## src/rtl/multi_mod_dds.sv

```systemverilog
// Multi-mode DDS modulator: phase accumulator carrier, symbol timer with valid/ready
// intake, and ASK/FSK/BPSK/QPSK quadrant mapping onto a quarter-wave sine ROM.
module multi_mod_dds #(
    parameter int PHASE_W  = 32,
    parameter int LUT_AW   = 8,
    parameter int OUT_W    = 12,
    parameter int DIV_W    = 16,
    parameter     LUT_FILE = "sin_qw.hex"
) (
    input  logic               clk,
    input  logic               rst_n,
    input  logic [1:0]         mode,
    input  logic [PHASE_W-1:0] fcw0,
    input  logic [PHASE_W-1:0] fcw1,
    input  logic [DIV_W-1:0]   sym_div,
    input  logic [1:0]         sym_data,
    input  logic               sym_valid,
    output logic               sym_ready,
    output logic [OUT_W-1:0]   mod_data,
    output logic               mod_valid,
    output logic               sym_strobe,
    output logic               underrun
);

    typedef enum logic [1:0] {
        MODE_ASK  = 2'd0,
        MODE_FSK  = 2'd1,
        MODE_BPSK = 2'd2,
        MODE_QPSK = 2'd3
    } mode_e;

    localparam int     LUT_N       = 1 << LUT_AW;
    localparam int     MAG_W       = OUT_W - 1;
    localparam longint MAG_MAX     = (64'sd1 <<< MAG_W) - 64'sd1;
    localparam longint HALF_PI_Q30 = 64'sd1686629713;

    // Quarter-wave table built at elaboration from a Q30 Taylor series, so the
    // contents cannot drift from the amplitude/width parameters.
    function automatic logic [LUT_N*MAG_W-1:0] build_rom();
        logic [LUT_N*MAG_W-1:0] rom;
        longint x, term, s, val;
        rom = '0;
        for (int i = 0; i < LUT_N; i++) begin
            x    = (HALF_PI_Q30 * longint'(i)) / longint'(LUT_N - 1);
            term = x;
            s    = x;
            for (int k = 1; k <= 9; k++) begin
                term = -((((term * x) >>> 30) * x) >>> 30) / longint'((2 * k) * (2 * k + 1));
                s    = s + term;
            end
            val = (s * MAG_MAX + (64'sd1 <<< 29)) >>> 30;
            if (val > MAG_MAX) val = MAG_MAX;
            if (val < 0) val = 0;
            rom[i*MAG_W +: MAG_W] = val[MAG_W-1:0];
        end
        return rom;
    endfunction

    localparam logic [LUT_N*MAG_W-1:0] SIN_ROM = build_rom();

    function automatic logic [1:0] quad_offset(input mode_e m, input logic [1:0] s);
        logic [1:0] q;
        q = 2'd0;
        if (m == MODE_BPSK) begin
            q = s[0] ? 2'd2 : 2'd0;
        end else if (m == MODE_QPSK) begin
            case (s)
                2'b00:   q = 2'd0;
                2'b01:   q = 2'd1;
                2'b11:   q = 2'd2;
                default: q = 2'd3;
            endcase
        end
        return q;
    endfunction

    // Offset binary is two's complement with the sign bit inverted.
    function automatic logic [OUT_W-1:0] to_offset_binary(input logic [MAG_W-1:0] mag,
                                                          input logic neg, input logic gate);
        logic signed [OUT_W-1:0] s;
        s = neg ? -$signed({1'b0, mag}) : $signed({1'b0, mag});
        if (gate) s = '0;
        return {~s[OUT_W-1], s[OUT_W-2:0]};
    endfunction

    logic [MAG_W-1:0] sin_rom [LUT_N];
    for (genvar g = 0; g < LUT_N; g++) begin : g_rom
        assign sin_rom[g] = SIN_ROM[g*MAG_W +: MAG_W];
    end

    logic               run;
    logic [DIV_W-1:0]   cnt;
    logic [DIV_W-1:0]   div_eff;
    logic               tick;
    logic               xfer;
    logic [1:0]         act_sym;
    mode_e              act_mode;
    logic               act_idle;
    logic [PHASE_W-1:0] step;
    logic [PHASE_W-1:0] acc_p1;
    logic [LUT_AW+1:0]  phase;
    logic [1:0]         quad;
    logic [LUT_AW-1:0]  addr_p2;
    logic               neg_p2, gate_p2;
    logic [MAG_W-1:0]   mag_p3;
    logic               neg_p3, gate_p3;
    logic               vld_p1, vld_p2, vld_p3;

    assign div_eff   = (sym_div == '0) ? DIV_W'(1) : sym_div;
    assign tick      = run && (cnt >= div_eff - DIV_W'(1));
    assign xfer      = tick && sym_valid;
    assign sym_ready = tick;
    assign step      = (act_mode == MODE_FSK && act_sym[0]) ? fcw1 : fcw0;
    assign phase     = acc_p1[PHASE_W-1 -: LUT_AW+2];
    assign quad      = phase[LUT_AW+1:LUT_AW] + quad_offset(act_mode, act_sym);

    always_ff @(posedge clk or negedge rst_n) begin
        if (!rst_n) begin
            run        <= 1'b0;
            cnt        <= '0;
            sym_strobe <= 1'b0;
            underrun   <= 1'b0;
            act_sym    <= 2'd0;
            act_mode   <= MODE_ASK;
            act_idle   <= 1'b1;
        end else begin
            run        <= 1'b1;
            sym_strobe <= tick;
            underrun   <= tick && !sym_valid;
            if (tick)     cnt <= '0;
            else if (run) cnt <= cnt + DIV_W'(1);
            if (xfer) begin
                act_sym  <= sym_data;
                act_mode <= mode_e'(mode);
                act_idle <= 1'b0;
            end else if (tick) begin
                act_idle <= 1'b1;
            end
        end
    end

    always_ff @(posedge clk or negedge rst_n) begin
        if (!rst_n) begin
            acc_p1    <= '0;
            vld_p1    <= 1'b0;
            addr_p2   <= '0;
            neg_p2    <= 1'b0;
            gate_p2   <= 1'b1;
            vld_p2    <= 1'b0;
            mag_p3    <= '0;
            neg_p3    <= 1'b0;
            gate_p3   <= 1'b1;
            vld_p3    <= 1'b0;
            mod_data  <= {1'b1, {(OUT_W-1){1'b0}}};
            mod_valid <= 1'b0;
        end else begin
            // S1: free-running phase accumulator
            acc_p1  <= acc_p1 + step;
            vld_p1  <= run;
            // S2: quadrant offset and ROM address fold
            addr_p2 <= quad[0] ? ~phase[LUT_AW-1:0] : phase[LUT_AW-1:0];
            neg_p2  <= quad[1];
            gate_p2 <= act_idle || (act_mode == MODE_ASK && !act_sym[0]);
            vld_p2  <= vld_p1;
            // S3: synchronous ROM read
            mag_p3  <= sin_rom[addr_p2];
            neg_p3  <= neg_p2;
            gate_p3 <= gate_p2;
            vld_p3  <= vld_p2;
            // S4: output sample
            mod_data  <= to_offset_binary(mag_p3, neg_p3, gate_p3);
            mod_valid <= vld_p3;
        end
    end

endmodule
```

## config.mk

```make
export PLATFORM = sky130hd
export DESIGN_NAME = multi_mod_dds
export DESIGN_NICKNAME = d
export VERILOG_FILES = /design/src/rtl/multi_mod_dds.sv
export SDC_FILE = /design/constraint.sdc
export NUM_CORES = 1
export LEC_CHECK = 0
export BUFFER_PORTS_ARGS = -buffer_cell sky130_fd_sc_hd__buf_2
export CAP_MARGIN = 20
export CORE_UTILIZATION = 40
export CTS_CLUSTER_SIZE = 24
export DETAILED_ROUTE_END_ITERATION = 7
export PLACE_DENSITY = 0.61
export SLEW_MARGIN = 0
export SYNTH_ARGS = -nofsm -noshare
export SYNTH_HDL_FRONTEND = slang
export SYNTH_SLANG_ARGS = --single-unit
```

## constraint.sdc

```tcl
create_clock -name clk -period 7.6 [get_ports clk]
set_input_delay 1.52 -clock clk [delete_from_list [all_inputs] [get_ports clk]]
set_output_delay 1.52 -clock clk [all_outputs]
set_load 0.01 [all_outputs]
```

==> results of run 1 <==
-- sequential cells by signal (all words and copies together) (netlist names) --
signal	flops
acc_p1	32
act_idle	1
act_sym	2
neg_p3	1
mag_p3	11
addr_p2	8
underrun	1
act_mode	2
neg_p2	1
vld_p1	1
mod_valid	1
vld_p2	1
gate_p3	1
vld_p3	1
run	1
cnt	16
gate_p2	1
mod_data	12
sym_strobe	1
-- cells in the final DEF (no fill, tap or decap), types with 10 or more instances in the layout --
| cell type | netlist | layout |
|---|---|---|
| a211oi_1 | 34 | 34 |
| a31oi_1 | 14 | 14 |
| xnor2_1 | 29 | 29 |
| o31ai_1 | 17 | 17 |
| inv_1 | 26 | 26 |
| nand2_1 | 72 | 72 |
| dfrtp_1 | 91 | 88 |
| a21o_1 | 11 | 11 |
| nand2b_1 | 15 | 15 |
| mux2i_1 | 10 | 10 |
| nand3_1 | 15 | 15 |
| nor2b_1 | 19 | 19 |
| o211ai_1 | 12 | 12 |
| nor3_1 | 24 | 24 |
| buf_2 | 22 | 101 |
| ha_1 | 67 | 67 |
| mux2_2 | 35 | 35 |
| nand4_1 | 14 | 14 |
| a311oi_1 | 10 | 10 |
| nor2_1 | 97 | 97 |
| a21oi_1 | 88 | 88 |
| o21ai_0 | 72 | 72 |
| xor2_1 | 44 | 44 |
| buf_4 | 1 | 12 |
-- layer usage --
metal	up-vias	part of all wire, %	track usage (%)
li1	4057	-	-
met1	3888	43	27.6
met2	325	48	36.9
met3	68	5.9	3.18
met4	0	2.9	8.55
met5	-	0	0
-- cell families (layout without fill, tap and decap cells) --
family,count (synthesis),after routing
multiplexers,52,52
other,1,1
AND/OR/NAND/NOR,315,315
buffers and inverters,103,158
adder cells (fa/ha/maj),68,68
flip-flops,95,95
XOR/XNOR,73,73
AO/OA/AOI/OAI,354,354
-- power breakdown --
group,total [mW],switching (mW),internal (mW)
combinational,3.39,2.06,1.33
sequential,1.01,0.245,0.764
clock,0.531,0.201,0.331
-- area by class of cell --
type	instances	area, µm²	share of cell area [%]
flip-flops and latches	95	2390	24.3
repair buffers	113	596	6.06
clock inverters	5	105	1.07
well taps	280	350	3.56
inverters	29	109	1.11
multi-input cells	863	6040	61.5
clock buffers	11	243	2.47
-- per-stage QoR --
stage,cells,worst slack [ns]
after floorplan,1061,1.14
after global placement,1380,0.819
after detailed placement,1380,0.690
after CTS,1396,0.672
after global routing,1396,0.355
final,1396,0.732
-- final timing paths --
check	to	cells past startpoint	slack [ns]	startpoint
max in group asynchronous	addr_p2[4]	2	5.26	rst_n
setup / recovery	sym_ready	16	0.73	sym_div[9]
hold reg to reg	mod_valid	0	0.35	vld_p3
min in group asynchronous	mod_data[3]	1	1.13	rst_n
hold / removal	mod_valid	0	0.35	vld_p3
setup reg to reg	acc_p1[27]	10	4.04	act_sym[0]
==> out/metrics.csv, run 1 <==
stage,metric,value,unit
power_and_ir_drop,PwrDens,502,mW/mm²
logic_synthesis,Cell variety after synth,82,
logic_synthesis,async set-or-reset flop fraction in the synthesized netlist,100,%
finish,FILL cells,2128,
clocking,Clock Sinks,95,
worst_setup_path,CP arrival,5.35,ns
logic_synthesis,Synth Area in Adders,9.71,%
sta,Slew Limit Fails,0,
floorplan,die area,0.0227,mm²
route,Routed WL,23800,µm
min_path,Hold Path Class,reg2reg,
logic_synthesis,multiplexer area fraction after synthesis,7.12,%
worst_setup_path,critical-path maximum fanout,7,
logic_synthesis,warnings from Yosys,0,
logic_synthesis,largest area contributor in the netlist,dfrtp_1,
placed_design,Buffers on Ports,102,
sta,RSZ-0062 raised after global routing,no,
sta,Tcrit/Tclk final,90.4,%
grt,largest net degree at the start of global routing,75,
finish,Final nets,1266,
worst_setup_path,Slowest cell on crit path,or4_4,
floorplan,IO Pins,103,
logic_synthesis,post-synth top area share,25.8,%
route,Via density,5.97,
sta,min cycle time layout,6.87,ns
finish,share of cells above drive strength 1,17.0,%
sta,Final TNS setup,0,ns
logic_synthesis,simple-gate portion of the synthesized area,17.5,%
logic_synthesis,Netlist Area Pre-Place,0.00884,mm²
worst_setup_path,WS Path Type,in2out,
grt,gr usage total,21.7,%
floorplan,Die Y,151,µm
clocking,clock-pin slew on the worst setup and hold paths,0.07,ns
logic_synthesis,Post-Syn Area per Cell,8.33,µm²
finish,Final Core Density,45.2,%
clocking,H-tree level count,3,
route,post-route ant nets,0,
sta,Least-Margin Pin Slew,0.887,ns
route,vias,8338,
worst_setup_path,Worst setup EP type,output pin,
power_and_ir_drop,total power,4.93,mW
power_and_ir_drop,Max VDD drop,0.000224,V
clocking,Resize count post-CTS,0,
sta,fmax,146,MHz
worst_setup_path,CP Launch Type,input pin,
logic_synthesis,most common cell in the netlist,nor2_1,
finish,antenna cells,0,
sta,Hold Slack,0.354,ns
grt,vias in the first global route,7965,
grt,antenna violations before repair,0,
worst_setup_path,critical-path cell list,buf_2 > or4_4 > or3_4 > nor3_1 > a21oi_1 > ha_1 > nand2_1 > or3_1 > nor3_1 > xnor2_1 > ha_1 > nand4_1 > or3_1 > o32ai_2 > o21a_1 > buf_2,
clocking,CTS buffer count,9,
finish,fin area,0.00983,mm²
sta,Fin. Hold Viols,0,
logic_synthesis,Yosys reg bits,95,
placed_design,Final Wtd Congestion,0.972,
flow_run,Max-cap violations,0,
logic_synthesis,Syn Inst Count,1061,
sta,Worst slew margin,40.9,%
logic_synthesis,Commonest cells post-synth,"nor2_1 (97), dfrtp_1 (91), a21oi_1 (88)",
clocking,CTS hold repair buffers,0,
sta,Setup Skew,0.00819,ns
grt,total global routing overflow,0,
clocking,clk root buf,clkbuf_16,
clocking,Skew-Pair Late Insertion Delay,0.36,ns
worst_setup_path,"Buf+Inv Stages, Crit Path",2,
worst_setup_path,Critical Path RT,6.08,ns
logic_synthesis,top post-synthesis cells by area,"dfrtp_1 (26%), ha_1 (9.5%), a21oi_1 (5.0%), mux2_2 (4.5%), xor2_1 (4.4%)",
sta,Setup Viol. Count Final,0,
logic_synthesis,post-synthesis compound-gate area fraction,26.7,%
route,number of remaining DRC errors,0,
floorplan,Initial Util,40.6,%
logic_synthesis,post-synthesis xor/xnor area fraction,7.23,%
clocking,clock buffer depth,2,
grt,global-route wire length before repair,39200,µm
logic_synthesis,Post-synth EDFFs,0,
floorplan,Core Footprint,0.0218,mm²
route,WL/cell,17.1,µm
logic_synthesis,largest family of logic cells by synthesized area,compound AO/OA/AOI/OAI gates,
logic_synthesis,top_reg_cell synth,dfrtp_1,
logic_synthesis,register area share after synthesis,26.9,%
floorplan,DIE WIDTH,151,µm
floorplan,FP Rows,54,
placed_design,Placement Cell Area,0.00948,mm²
clocking,TritonCTS clock tree,yes,
logic_synthesis,Synthesized Nets,1216,
status,status,completed,
finish,area delta synth->final,11.2,%
power_and_ir_drop,Pleak,4.21,nW
placed_design,hpwl dp,16900,µm
clocking,Setup Buffers After CTS,0,
worst_setup_path,"delay-heaviest family, CP",simple AND/OR/NAND/NOR gates,
worst_setup_path,worst stage delay on the critical path,0.54,ns
route,drt first pass iters,6,
route,drt initial violations,747,
Power figures use the tool's default switching activity.
==> run 2, diff against run 1 <==
==> constraint.sdc (replaced) <==
create_clock -name clk -period 7.6 [get_ports clk]
set_input_delay 0.76 -clock clk [delete_from_list [all_inputs] [get_ports clk]]
set_output_delay 0.76 -clock clk [all_outputs]
set_load 0.01 [all_outputs]
==> run 2 against run 1 <==
Compared with the run above: final cell count about the same; sequential share of layout area increased by 0.12 points; clock power decreased by 11%; critical path type unchanged; largest cell class unchanged; combinational power about the same.
==> out/metrics.csv, run 2 (same netlist as run 1, synthesis figures left out) <==
stage,metric,value,unit,change
status,status,completed,,unchanged
grt,gr usage total,21.8,%,was 21.7%
worst_setup_path,WS Path Type,in2out,,unchanged
finish,Biggest register,acc_p1,,unchanged
clocking,CTS buffer count,9,,unchanged
finish,fin area,0.00978,mm²,was 0.00983 mm²
route,Routed WL,23700,µm,was 23800 µm
floorplan,IO Pins,103,,unchanged
flow_run,Max-cap violations,0,,unchanged
sta,min cycle time layout,5.35,ns,was 6.87 ns
placed_design,hpwl dp,16900,µm,about the same
finish,most frequent cells in the layout,"buf_2 (101), nor2_1 (97), a21oi_1 (88), dfrtp_1 (88)",,unchanged
clocking,TritonCTS clock tree,yes,,unchanged
sta,Worst slew margin,46.8,%,was 40.9%
worst_setup_path,r2r endpoint,mag_p3[5],,was acc_p1[27]
clocking,clock-pin slew on the worst setup and hold paths,0.07,ns,about the same
finish,Final nets,1265,,was 1266
placed_design,Final Wtd Congestion,0.966,,was 0.972
floorplan,FP Rows,54,,unchanged
clocking,clock buffer depth,2,,unchanged
sta,final worst slack,2.25,ns,was 0.732 ns
power_and_ir_drop,Flop pwr share,20.9,%,was 20.5%
worst_setup_path,RR Startpoint,addr_p2[0],,was act_sym[0]
power_and_ir_drop,sw frac,51.6,%,was 50.8%
finish,share of cells above drive strength 1,17.0,%,about the same
clocking,H-tree level count,3,,unchanged
placed_design,pre-CTS setup slack,2.26,ns,was 0.690 ns
placed_design,Buffers on Ports,102,,unchanged
finish,Final Core Density,45.0,%,was 45.2%
sta,fmax,187,MHz,was 146 MHz
power_and_ir_drop,Int Pwr,2.35,mW,was 2.43 mW
power_and_ir_drop,PwrDens,497,mW/mm²,was 502 mW/mm²
route,drt initial violations,782,,was 747
floorplan,Core Footprint,0.0218,mm²,unchanged
power_and_ir_drop,Pleak,4.20,nW,was 4.21 nW
floorplan,Die Y,151,µm,unchanged
power_and_ir_drop,NetSw,2.51,mW,was 2.50 mW
clocking,clk root buf,clkbuf_16,,unchanged
worst_setup_path,worst stage delay on the critical path,0.54,ns,about the same
grt,vias in the first global route,7839,,was 7965
worst_setup_path,CP arrival,4.59,ns,was 5.35 ns
finish,"commonest non-fill, non-tap cell in the layout",buf_2,,unchanged
floorplan,Initial Util,40.6,%,unchanged
sta,Final TNS setup,0,ns,unchanged
grt,global-route wire length before repair,39300,µm,was 39200 µm
worst_setup_path,Critical Path RT,6.84,ns,was 6.08 ns
power_and_ir_drop,combinational power share,69.3,%,was 68.8%
route,vias,8332,,was 8338
worst_setup_path,FF-to-FF setup slack,4.06,ns,was 4.04 ns
grt,largest net degree at the start of global routing,75,,unchanged
route,number of remaining DRC errors,0,,unchanged
sta,Slew Limit Fails,0,,unchanged
min_path,hold path cells,0,,unchanged
min_path,Hold Crit Start,vld_p1,,was vld_p3
finish,max reg flops,32,,unchanged
sta,Least-Margin Pin Slew,0.789,ns,was 0.887 ns
grt,antenna violations before repair,0,,unchanged
worst_setup_path,Worst setup EP type,output pin,,unchanged
worst_setup_path,CP Launch Type,input pin,,unchanged
finish,area delta synth->final,10.6,%,was 11.2%
route,drt first pass iters,6,,unchanged
power_and_ir_drop,Max VDD drop,0.000201,V,was 0.000224 V
power_and_ir_drop,clock network fraction of design power,9.7,%,was 10.8%
sta,Setup Skew,0.00862,ns,was 0.00819 ns
clocking,Setup Buffers After CTS,0,,unchanged
route,Via density,5.97,,about the same
sta,Fin. Hold Viols,0,,unchanged
route,WL/cell,17.0,µm,was 17.1 µm
floorplan,DIE WIDTH,151,µm,unchanged
floorplan,die area,0.0227,mm²,unchanged
worst_setup_path,critical-path maximum fanout,7,,unchanged
sta,RSZ-0062 raised after global routing,no,,unchanged
min_path,Hold Path End,vld_p2,,was mod_valid
finish,antenna cells,0,,unchanged
clocking,CTS hold repair buffers,0,,unchanged
placed_design,Placement Cell Area,0.00948,mm²,about the same
power_and_ir_drop,total power,4.86,mW,was 4.93 mW
clocking,Clock Sinks,95,,unchanged
worst_setup_path,critical-path cell list,buf_2 > or4_4 > or3_4 > nor3_1 > a21oi_1 > ha_1 > nand2_1 > or3_1 > nor3_1 > xnor2_1 > ha_1 > nand4_1 > or3_1 > o32ai_2 > o21a_1 > buf_2,,unchanged
sta,Setup Viol. Count Final,0,,unchanged
finish,largest registers,"acc_p1: 32 flops, cnt: 16 flops, mod_data: 12 flops",,unchanged
worst_setup_path,Slowest cell on crit path,or4_4,,unchanged
worst_setup_path,FF-to-FF path depth,8,,was 10
route,post-route ant nets,0,,unchanged
clocking,Skew-Pair Late Insertion Delay,0.35,ns,was 0.36 ns
sta,Tcrit/Tclk final,70.4,%,was 90.4%
clocking,Resize count post-CTS,0,,unchanged
min_path,Hold Path Class,reg2reg,,unchanged
grt,total global routing overflow,0,,unchanged
run 2: changes by cell type in the layout (fill, tap and decap cells not counted), sizes merged:
cell / previous run / this run
buf: 113 / 112
bufinv: 3 / 1
clkbuf: 11 / 9
clkinv: 2 / 4
clkinvlp: 2 / 1
inv: 27 / 30
run 2: final cells by class:
type | count | area [µm²]
clock buffers | 9 | 225
clock inverters | 7 | 80.1
fillers | 2194 | 12000
inverters | 29 | 109
multi-input cells | 863 | 6040
flip-flops and latches | 95 | 2390
well taps | 280 | 350
repair buffers | 112 | 588
run 2: how the worst max path moves through the flow:
stage / slack [ns] / endpoint / start
after global routing: 2.01 / sym_ready / sym_div[9]
final: 2.25 / sym_ready / sym_div[9]
after global placement: 2.34 / sym_ready / sym_div[9]
after floorplan: 2.66 / sym_ready / sym_div[9]
after detailed placement: 2.26 / sym_ready / sym_div[9]
after CTS: 2.25 / sym_ready / sym_div[9]
run 2: stage by stage:
step | hold WS [ns] | cells
5_1_grt | 0.366 | 1395
3_3_place_gp | 0.336 | 1379
6_report | 0.352 | 1395
3_5_place_dp | 0.337 | 1379
2_1_floorplan | 0.331 | 1061
4_1_cts | 0.354 | 1395
run 2: power groups by stage:
stage,clock network [mW],registers (mW),logic [mW]
after floorplan,0,0.915,2.65
after global placement,0,1.02,3.29
after detailed placement,0,1.03,3.32
after CTS,0.488,1.02,3.33
after global routing,0.511,1.06,3.74
final,0.473,1.02,3.37
run 2: routing by layer:
layer	share of wire, %	wire length [µm]	vias up	track usage, %
li1	-	-	4049	-
met4	2.5	587	0	8.20
met5	0	0	-	0
met3	6.2	1460	49	3.33
met2	48	11400	323	35.9
met1	43	10300	3911	28.6
run 2: worst max-delay path, delay by kind of cell:
family | cells | cell delay (ns)
AO/OA/AOI/OAI | 3 | 0.82
AND/OR/NAND/NOR | 8 | 2.06
buffers and inverters | 2 | 0.27
XOR/XNOR | 1 | 0.13
adder cells (fa/ha/maj) | 2 | 0.54
==> run 3, diff against run 2 <==
==> constraint.sdc (replaced) <==
create_clock -name clk -period 5.2 [get_ports clk]
set_input_delay 0.52 -clock clk [delete_from_list [all_inputs] [get_ports clk]]
set_output_delay 0.52 -clock clk [all_outputs]
set_load 0.01 [all_outputs]
==> run 3 against run 2 <==
Compared with the run above: via count grew 1.8%; worst hold slack worse by 0.19 ns; clock power up 46%; setup slack got worse by 1.7 ns; core utilization grew 0.22 points; critical path type unchanged; critical endpoint unchanged; highest routed layer unchanged.
==> out/metrics.csv, run 3 (same netlist as run 1, synthesis figures left out) <==
stage,metric,value,unit,change
power_and_ir_drop,PwrDens,730,mW/mm²,was 497 mW/mm²
grt,gr usage total,21.9,%,was 21.8%
sta,fmax,214,MHz,
finish,most frequent cells in the layout,"buf_2 (101), nor2_1 (97), a21oi_1 (88), dfrtp_1 (88)",,unchanged
finish,FILL cells,2180,,was 2194
grt,global-route wire length before repair,39600,µm,was 39300 µm
worst_setup_path,WS Path Type,in2out,,unchanged
worst_setup_path,critical-path cell list,buf_2 > or4_4 > or3_4 > nor3_1 > a21oi_1 > ha_1 > nand2_1 > or3_1 > nor4_1 > xnor2_1 > ha_1 > nand4_1 > or3_1 > o32ai_2 > o21a_1 > buf_2,,was buf_2 > or4_4 > or3_4 > nor3_1 > a21oi_1 > ha_1 > nand2_1 > or3_1 > nor3_1 > xnor2_1 > ha_1 > nand4_1 > or3_1 > o32ai_2 > o21a_1 > buf_2
power_and_ir_drop,Max VDD drop,0.000296,V,was 0.000201 V
clocking,CTS buffer count,9,,unchanged
finish,"commonest non-fill, non-tap cell in the layout",buf_2,,unchanged
sta,min cycle time layout,4.67,ns,
floorplan,Core Footprint,0.0218,mm²,unchanged
worst_setup_path,"Buf+Inv Stages, Crit Path",2,,unchanged
sta,Setup Viol. Count Final,0,,unchanged
status,status,completed,,unchanged
grt,largest net degree at the start of global routing,56,,was 75
power_and_ir_drop,Flop pwr share,21.4,%,was 20.9%
sta,RSZ-0062 raised after global routing,no,,unchanged
clocking,CTS hold repair buffers,0,,unchanged
clocking,Resize count post-CTS,0,,unchanged
finish,max reg flops,32,,unchanged
floorplan,FP Rows,54,,unchanged
worst_setup_path,CP startpoint,sym_div[9],,unchanged
power_and_ir_drop,NetSw,3.69,mW,was 2.51 mW
route,drt first pass iters,6,,unchanged
clocking,Clock Sinks,95,,unchanged
finish,share of cells above drive strength 1,17.4,%,was 17.0%
grt,antenna violations before repair,0,,unchanged
worst_setup_path,Critical Path RT,4.68,ns,was 6.84 ns
route,Via density,6.05,,was 5.97
route,number of remaining DRC errors,0,,unchanged
worst_setup_path,CP Launch Type,input pin,,unchanged
finish,post-route insts no fill,1401,,was 1395
placed_design,Placement Cell Area,0.00952,mm²,was 0.00948 mm²
flow_run,Max-cap violations,0,,unchanged
power_and_ir_drop,sw frac,51.5,%,was 51.6%
floorplan,Initial Util,40.6,%,unchanged
worst_setup_path,Worst setup EP type,output pin,,unchanged
power_and_ir_drop,Int Pwr,3.48,mW,was 2.35 mW
sta,Hold Slack,0.162,ns,was 0.352 ns
sta,Worst slew margin,23.9,%,was 46.8%
finish,fin area,0.00983,mm²,was 0.00978 mm²
sta,Setup Skew,0.00949,ns,was 0.00862 ns
finish,largest registers,"acc_p1: 32 flops, cnt: 16 flops, mod_data: 12 flops",,unchanged
route,drt initial violations,838,,was 782
power_and_ir_drop,Pleak,4.22,nW,was 4.20 nW
worst_setup_path,worst stage delay on the critical path,0.54,ns,about the same
clocking,H-tree level count,3,,unchanged
route,DRT met1 WL,10200,µm,was 10300 µm
sta,Least-Margin Pin Slew,1.14,ns,was 0.789 ns
route,post-route ant nets,0,,unchanged
clocking,clk root buf,clkbuf_16,,unchanged
floorplan,DIE WIDTH,151,µm,unchanged
floorplan,Die Y,151,µm,unchanged
placed_design,dpl cells,1385,,was 1379
finish,Biggest register,acc_p1,,unchanged
power_and_ir_drop,combinational power share,69.0,%,was 69.3%
grt,total global routing overflow,0,,unchanged
placed_design,hpwl dp,17500,µm,was 16900 µm
clocking,clock buffer depth,2,,unchanged
finish,area delta synth->final,11.2,%,was 10.6%
sta,Slew Limit Fails,0,,unchanged
finish,antenna cells,0,,unchanged
worst_setup_path,"delay-heaviest family, CP",simple AND/OR/NAND/NOR gates,,unchanged
clocking,clock-pin slew on the worst setup and hold paths,0.07,ns,about the same
route,Routed WL,24200,µm,was 23700 µm
sta,Tcrit/Tclk final,89.7,%,
worst_setup_path,critical-path maximum fanout,5,,was 7
power_and_ir_drop,total power,7.17,mW,was 4.86 mW
route,DR WL met3,1530,µm,was 1460 µm
floorplan,die area,0.0227,mm²,unchanged
route,WL/cell,17.3,µm,was 17.0 µm
clocking,Skew-Pair Late Insertion Delay,0.35,ns,about the same
route,metal2 WL,11900,µm,was 11400 µm
grt,vias in the first global route,7890,,was 7839
placed_design,Final Wtd Congestion,0.936,,was 0.966
route,vias,8479,,was 8332
worst_setup_path,RR Startpoint,act_mode[1],,was addr_p2[0]
worst_setup_path,Slowest cell on crit path,or4_4,,unchanged
power_and_ir_drop,clock network fraction of design power,9.6,%,was 9.7%
sta,Final TNS setup,0,ns,unchanged
min_path,Hold Path Class,in2async,,was reg2reg
floorplan,IO Pins,103,,unchanged
finish,Final nets,1271,,was 1265
route,highest metal used,met4,,unchanged
worst_setup_path,CP arrival,4.15,ns,was 4.59 ns
clocking,Setup Buffers After CTS,0,,unchanged
placed_design,Buffers on Ports,102,,unchanged
clocking,TritonCTS clock tree,yes,,unchanged
sta,Fin. Hold Viols,0,,unchanged
==> run 3: layout make-up <==
cell class	instances	area, µm²	share of cell area (%)
Multi-Input combinational cell	863	6040	61.5
Sequential cell	95	2390	24.3
Timing Repair Buffer	118	633	6.44
Tap cell	280	350	3.56
Clock buffer	11	243	2.47
Inverter	29	109	1.11
Clock inverter	5	66.3	0.675
==> run 3: path summary, 6_finish.rpt <==
kind / endpoint / slack, ns / cells after the start
setup / recovery: sym_ready / 0.53 / 16
hold / removal: mod_data[8] / 0.16 / 1
setup reg to reg: acc_p1[27] / 1.28 / 8
hold reg to reg: mod_valid / 0.35 / 0
max in group asynchronous: addr_p2[4] / 3.89 / 2
min in group clk: mod_valid / 0.35 / 0
==> run 3: power by group through the flow <==
stage	sequential, mW	clock, mW	combinational (mW)
4_1_cts	1.53	0.712	4.88
6_report	1.54	0.689	4.95
2_1_floorplan	1.34	0	3.87
3_3_place_gp	1.53	0	4.81
5_1_grt	1.60	0.742	5.45
3_5_place_dp	1.54	0	4.85
==> run 3: stage by stage <==
| stage | util (%) | worst slack (ns) |
|---|---|---|
| final | 45.2 | 0.533 |
| after global routing | 45.2 | 0.227 |
| after CTS | 45.2 | 0.537 |
| after detailed placement | 43.8 | 0.554 |
| after global placement | 43.8 | 0.644 |
| after floorplan | - | 0.737 |
==> run 3: layer usage <==
| metal | up-vias | GRT usage [%] |
|---|---|---|
| met4 | 0 | 7.05 |
| met2 | 367 | 38.1 |
| met5 | - | 0 |
| met1 | 3987 | 27.8 |
| met3 | 51 | 3.21 |
| li1 | 4074 | - |
